[config.mk]
export PLATFORM = sky130hd
export DESIGN_NAME = fetch_unit
export DESIGN_NICKNAME = d
export VERILOG_FILES = /design/src/rtl/fetch_unit.sv
export SDC_FILE = /design/constraint.sdc
export NUM_CORES = 1
export LEC_CHECK = 0
export CAP_MARGIN = 20
export CORE_MARGIN = 10
export CORE_UTILIZATION = 53
export CTS_CLUSTER_SIZE = 40
export DETAILED_ROUTE_END_ITERATION = 10
export PLACE_DENSITY = 0.85
export RECOVER_POWER = 25
export SLEW_MARGIN = 10
export SYNTH_ARGS = -nofsm -noshare
export SYNTH_HDL_FRONTEND = slang
export SYNTH_SLANG_ARGS = --single-unit
[constraint.sdc]
create_clock -name clk -period 9.8 [get_ports clk]
set_clock_uncertainty 0.1 [all_clocks]
set_input_delay 1.47 -clock clk [delete_from_list [all_inputs] [get_ports clk]]
set_output_delay 1.47 -clock clk [all_outputs]
set_load 0.01 [all_outputs]
[src/rtl/fetch_unit.sv]
// fetch_unit: instruction fetch stage of the RV32 core.
//
// Owns the program counter, issues word requests to instruction memory, and
// buffers the returned words in an in-order queue of DEPTH entries. A
// redirect from execute reloads the PC, flushes the queue and marks every
// request still in flight as stale, so its response is dropped on arrival.
//
// Ports
//   clk             core clock, rising edge
//   rst             asynchronous active-high reset
//   imem_req_valid  fetch request valid
//   imem_req_addr   byte address of the requested word (pc_q)
//   imem_req_ready  memory accepts the request this cycle
//   imem_rsp_valid  response word valid (in request order, never stalled)
//   imem_rsp_data   returned instruction word
//   redirect_valid  single-cycle redirect pulse from execute
//   redirect_pc     redirect target, bits [1:0] ignored
//   out_valid       queue head holds an instruction for decode
//   out_instr       instruction at the queue head
//   out_pc          PC of out_instr
//   out_ready       decode accepts the head this cycle
module fetch_unit #(
  parameter int              XLEN     = 32,
  parameter logic [XLEN-1:0] RESET_PC = '0,
  parameter int              DEPTH    = 2
) (
  input  logic            clk,
  input  logic            rst,
  output logic            imem_req_valid,
  output logic [XLEN-1:0] imem_req_addr,
  input  logic            imem_req_ready,
  input  logic            imem_rsp_valid,
  input  logic [XLEN-1:0] imem_rsp_data,
  input  logic            redirect_valid,
  input  logic [XLEN-1:0] redirect_pc,
  output logic            out_valid,
  output logic [XLEN-1:0] out_instr,
  output logic [XLEN-1:0] out_pc,
  input  logic            out_ready
);

  localparam int AW = (DEPTH > 1) ? $clog2(DEPTH) : 1;
  localparam int CW = $clog2(DEPTH + 1);
  localparam logic [CW:0] DEPTH_W = (CW+1)'(DEPTH);

  logic [XLEN-1:0] pc_q;
  logic [XLEN-1:0] rsp_pc;
  logic [CW-1:0]   outstanding;
  logic [CW-1:0]   discard;
  logic [CW-1:0]   count;
  logic [AW-1:0]   rd_ptr;
  logic [AW-1:0]   wr_ptr;
  logic [XLEN-1:0] fifo_instr [DEPTH];
  logic [XLEN-1:0] fifo_pc    [DEPTH];

  logic            pop;
  logic            push;
  logic            drop;
  logic            req_fire;
  logic [CW:0]     slots_used;
  logic [CW-1:0]   outstanding_nxt;
  logic [XLEN-1:0] redirect_tgt;

  assign out_valid = (count != '0);
  assign out_instr = fifo_instr[rd_ptr];
  assign out_pc    = fifo_pc[rd_ptr];

  assign pop  = out_valid && out_ready;
  assign drop = imem_rsp_valid && (discard != '0);
  // A response arriving with a redirect is stale: it belongs to the old path.
  assign push = imem_rsp_valid && (discard == '0) && !redirect_valid;

  // Every queue slot is either filled or reserved by an in-flight request.
  // The head leaving this cycle frees its slot, which is what lets DEPTH=2
  // stream one instruction per cycle with single-cycle memory.
  assign slots_used = {1'b0, outstanding} + {1'b0, count} - (CW+1)'(pop);

  assign imem_req_valid = !rst && !redirect_valid && (slots_used < DEPTH_W);
  assign imem_req_addr  = pc_q;
  assign req_fire       = imem_req_valid && imem_req_ready;

  assign outstanding_nxt = outstanding + CW'(req_fire) - CW'(imem_rsp_valid);
  assign redirect_tgt    = {redirect_pc[XLEN-1:2], 2'b00};

  always_ff @(posedge clk or posedge rst) begin
    if (rst) begin
      pc_q        <= RESET_PC;
      rsp_pc      <= RESET_PC;
      outstanding <= '0;
      discard     <= '0;
      count       <= '0;
      rd_ptr      <= '0;
      wr_ptr      <= '0;
      for (int i = 0; i < DEPTH; i++) begin
        fifo_instr[i] <= '0;
        fifo_pc[i]    <= '0;
      end
    end else begin
      outstanding <= outstanding_nxt;
      if (redirect_valid) begin
        // Everything still in flight after this cycle is from the old path.
        pc_q    <= redirect_tgt;
        rsp_pc  <= redirect_tgt;
        discard <= outstanding_nxt;
        count   <= '0;
        rd_ptr  <= '0;
        wr_ptr  <= '0;
      end else begin
        if (req_fire) begin
          pc_q <= pc_q + XLEN'(4);
        end
        if (drop) begin
          discard <= discard - CW'(1);
        end
        if (push) begin
          fifo_instr[wr_ptr] <= imem_rsp_data;
          fifo_pc[wr_ptr]    <= rsp_pc;
          wr_ptr             <= wr_ptr + AW'(1);
          rsp_pc             <= rsp_pc + XLEN'(4);
        end
        if (pop) begin
          rd_ptr <= rd_ptr + AW'(1);
        end
        count <= count + CW'(push) - CW'(pop);
      end
    end
  end

endmodule
# Word level (Yosys, flattened, before mapping)
# Index checks and enable logic that the tools add are counted.
[word_totals] ff_bits=200 out_inout_bits=98 word_cells=68
[classes] addsub=11 magnitude_cmp=4 mux=21 bitwise=3 n_reduce_logical=18
[ops] operator="two-way mux 32 bit" n=11
[ops] operator="bitwise mux 64 bit" n=2
[ops] operator="adder 32 x 3 -> 32 bit (second input constant)" n=2
[ops] operator="demux 32 bit (select 1 bit)" n=1
[ops] operator="nonzero test 2 bit" n=6
[ops] operator="logical AND 1 bit" n=8
[ops] operator="two-way mux 2 bit" n=3
[ops] operator="adder 2 x 1 -> 2 bit" n=2
[ops] operator=">= comparator 2 bit (second input constant)" n=2
[ops] operator="two-way mux 1 bit" n=4
[ops] operator="inverter 1 -> 2 bit" n=2
[ops] operator="subtractor 2 x 1 -> 2 bit" n=2
[ops] operator="adder 2 x 2 -> 3 bit" n=1
[ops] operator="less-than comparator 3 x 2 -> 1 bit (second input constant)" n=1
[ops] operator="subtractor 3 x 1 -> 3 bit" n=1
[ops] operator="adder 1 bit (second input constant)" n=2
[ops] operator="zero test 1 bit" n=2
[ops] operator="zero test 2 bit" n=1
[ops] operator="less-than comparator 2 x 1 -> 1 bit (second input constant)" n=1
[ops] operator="AND reduction 2 bit" n=1
[ops] operator="subtractor 2 x 1 -> 2 bit (second input constant)" n=1
[ops] operator="inverter 1 bit" n=1

# Longest topological paths before layout
[depth] word_depth=9 depth_mapped=18

# Worst setup path before layout
# OpenSTA, ideal clock, no wires.
[synth_path] path_type="input -> output" startpoint="input rst" endpoint="output imem_req_valid" arrival_ns=6.233 required_ns=8.230 slack_ns=1.997 stages=3 cell_sequence="inv_1 and3_1 and2_1"
[synth_via] elab_chain_cells=3
[synth_rtl] element="start, declared" line="28" text="input logic rst,"
[synth_rtl] element="zero test 1 bit (no line)"
[synth_rtl] element="logical AND 1 bit (2 in a row)" line="78" text="assign imem_req_valid = !rst && !redirect_valid && (slots_used < DEPTH_W);"
[synth_rtl] element="end, declared" line="29" text="output logic imem_req_valid,"
# No other way between the ends.

# Worst setup path after layout
[layout_path] startpoint="input redirect_valid" endpoint="output imem_req_valid"
[layout_via] elab_chain_cells=3
[layout_rtl] element="start, declared" line="34" text="input logic redirect_valid,"
[layout_rtl] element="zero test 1 bit" line="78"
[layout_rtl] element="logical AND 1 bit (2 in a row)" line="78"
# No other way between the ends.

==> flow_summary_export.csv <==
group,metric,value,unit
floorplan,dieWidth,152.2,um
cts,cts_resized,0,
floorplan,die_y,152.2,um
global_route,grt_pass1_wl,36290,um
critical_path,worst_setup_path_start_kind,"input pin",
floorplan,fp.coreArea,17240,um^2
route,wl_per_cell,19.07,um
power_and_ir_drop,irDropWorstVdd,0.1438,mV
finish,layout_common_cells,"mux2_2, dfrtp_1, clkdlybuf4s50_1",
critical_path,crit_type,"in -> out",
placed_design,hpwl,14990,um
finish,drive_gt1_frac,0.2694,
hold_path,min_from,"fifo_pc[23]$_DFFE_PP0P_",
yosys,synth_cell_type_count,49,
floorplan,initial_core_util,0.5374,
finish,multiInputGateArea,4242,um^2
cts,root_buffer,"clkbuf_16",
finish,fin_nets,985,
yosys,syn_avg_cell_area,12.24,um^2
finish,diodes,0,
floorplan,boundaryPins,168,
sta,fin_crit,6.957,ns
status,outcome,"finished, violations left",
critical_path,cp_max_fo,55,
route,dr_total_vias,6493,
sta,setup_viol,0,
route,drc,0,
placed_design,port_buffers,161,
yosys,synth_edf_count,0,
yosys,ys_async_sr_fraction,1.000,
cts,cts_tree,"done",
cts,path_clk_slew,0.06,ns
yosys,synthTopCellsByArea,"dfrtp_1, mux2_2, xnor2_1",
cts,clock_path_buffers,2,
cts,numClockSinks,192,
floorplan,num_rows,48,
yosys,ys_seq_area_frac,0.5187,
route,wl,21780,um
cts,cts_hold_buf,0,
finish,fillers,1282,
route,viasPerCell,5.686,
critical_path,arrival,5.39,ns
cts,clock_latency,0.43,ns
yosys,synth_seq_cells,192,
route,ant_nets,0,
sta,drv_slew,56,
finish,syn2layout_area_growth,26.21,%
job,cap_violations,1,
finish,final_common_cell,"mux2_2",
critical_path,r2r-start,"count[1]$_DFF_PP0_",
critical_path,critPathRequiredTime,8.23,ns
critical_path,critPathLaunch,"redirect_valid",
yosys,synth_mux_area_frac,0.2442,
status,violations,"capacitance limit, slew limit",
yosys,yosys.area.top_type,"dfrtp_1",
global_route,antenna_found_initial,0,
cts,cts_max_level,4,
global_route,grt_start_max_net_pins,112,
yosys,synth_top_family_by_area,"multiplexers",
critical_path,critPathCaptureType,"output port",
sta,rsz0062_at_grt,"false",
global_route,grt-ovfl-total,0,
global_route,grt_pass1_vias,6929,
yosys,synth_fa_ha_area_frac,0.01432,
sta,fmax,0.1437,GHz
power_and_ir_drop,power_density,274.3,nW/um^2
power_and_ir_drop,cellLeakagePower,4.900,nW
route,drt_iter0_drc,369,
global_route,grtUsageTotal,0.1881,
yosys,ys.flop_type,"dfrtp_1",
route,firstDrtPassIters,5,
yosys,syn_area,9263,um^2
sta,fin_crit_sh,0.7099,
finish,regArea,4806,um^2
sta,holdWs,0.3914,ns
sta,tns,0,ns
sta,max_slew_margin,-0.5344,
yosys,synthXorXnorAreaFrac,0.04728,
yosys,synth_compound_area_frac,0.03904,
cts,cts_buffers,17,
sta,max_slew.worst_pin.slew,2.302,ns
placed_design,place_congestion,0.9155,
yosys,yosysWarnings,0,
cts,post-cts-setup-buffers,0,
yosys,synth-simple-area-share,0.1106,
floorplan,die_area,23160,um^2
yosys,netlist_instances,757,
yosys,synth_top_area_share,0.5187,
hold_path,worstHoldPathType,"reg -> reg",
sta,hold_viol,0,
## flip-flops by register name, indices dropped and copies added (netlist names), 2 cells and up
name / flops
imem_req_addr: 30
fifo_instr: 64
fifo_pc: 60
rsp_pc: 30
discard: 2
outstanding: 2
count: 2
## cells in the mapped netlist, types with 2 or more instances
| cell | count |
|---|---|
| a21boi_0 | 4 |
| a21oi_1 | 3 |
| a31oi_1 | 3 |
| and2_1 | 4 |
| and3_1 | 7 |
| and4_1 | 7 |
| buf_1 | 8 |
| buf_2 | 11 |
| buf_4 | 4 |
| clkbuf_1 | 18 |
| dfrtp_1 | 192 |
| ha_1 | 9 |
| inv_1 | 12 |
| mux2_2 | 200 |
| nand2_1 | 47 |
| nand2b_1 | 7 |
| nand3_1 | 30 |
| nand4_1 | 25 |
| nor2_1 | 20 |
| nor3_1 | 15 |
| nor4_1 | 7 |
| nor4_2 | 3 |
| o211ai_1 | 9 |
| o21ai_0 | 31 |
| o311ai_1 | 5 |
| or2_1 | 2 |
| or3_1 | 4 |
| xnor2_1 | 26 |
| xor2_1 | 24 |
## cell type report
cell class,instances,share of cell area
multi-input combinational,513,0.3628
clock inverter,9,0.01338
inverter,14,0.004923
timing repair buffer,167,0.1431
clock buffer,22,0.04057
sequential,192,0.4111
tap,225,0.02408
## metal layers
layer,part of all wire,vias to the layer above,track usage
li1,-,3006,-
met1,0.46,3219,0.2560
met2,0.45,247,0.2865
met3,0.073,21,0.05250
met4,0.010,0,0.05594
met5,0,-,0
## power by group
| group | switching, mW | internal, mW | leakage, nW |
|---|---|---|---|
| clock network | 0.288 | 0.446 | 0.298 |
| logic | 0.482 | 0.742 | 2.23 |
| registers | 0.169 | 1.08 | 2.37 |
| total | 0.939 | 2.27 | 4.90 |
## cell families (layout without fill, tap and decap cells)
family / count (synthesis) / count (layout)
and+or+nand+nor: 189 / 189
AOI/OAI and AO/OA: 59 / 59
xor gates and xnor gates: 50 / 50
other: 1 / 4
adders and majority gates: 10 / 10
DFF: 192 / 192
buffers and inverters: 55 / 212
muxes: 201 / 201
## path summary, 6_finish.rpt
kind                                                 endpoint  slack, ns  cells past startpoint
worst max register to register         discard[1]$_DFFE_PP0P_       5.56                     16
max in group asynchronous          fifo_instr[16]$_DFFE_PP0P_       6.62                      4
worst max-delay path                           imem_req_valid       2.84                      5
worst min-delay path                  fifo_pc[23]$_DFFE_PP0P_       0.39                      2
min in group asynchronous       imem_req_addr[12]$_DFFE_PP0P_       1.66                      2
worst min register to register        fifo_pc[23]$_DFFE_PP0P_       0.39                      2
## critical path: stages
cell             delay (ns)
dlygate4sd3_1          0.52
clkbuf_1               1.62
inv_2                  0.89
and2_1                 0.38
clkdlybuf4s50_1        0.48
## per-stage QoR
stage | power (mW) | utilization | instances | cell area (um^2) | setup WS (ns)
final | 3.206 | 0.6782 | 1142 | 11690 | 2.843
after global routing | 3.396 | 0.6782 | 1142 | 11690 | 2.476
after CTS | 3.239 | 0.6768 | 1141 | 11670 | 4.067
after detailed placement | 2.495 | 0.6402 | 1110 | 11040 | 4.075
after global placement | 2.451 | 0.6402 | 1110 | 11040 | 4.126
after floorplan | 1.928 | - | 760 | 9274 | 1.997
Power figures use the tool's default switching activity.
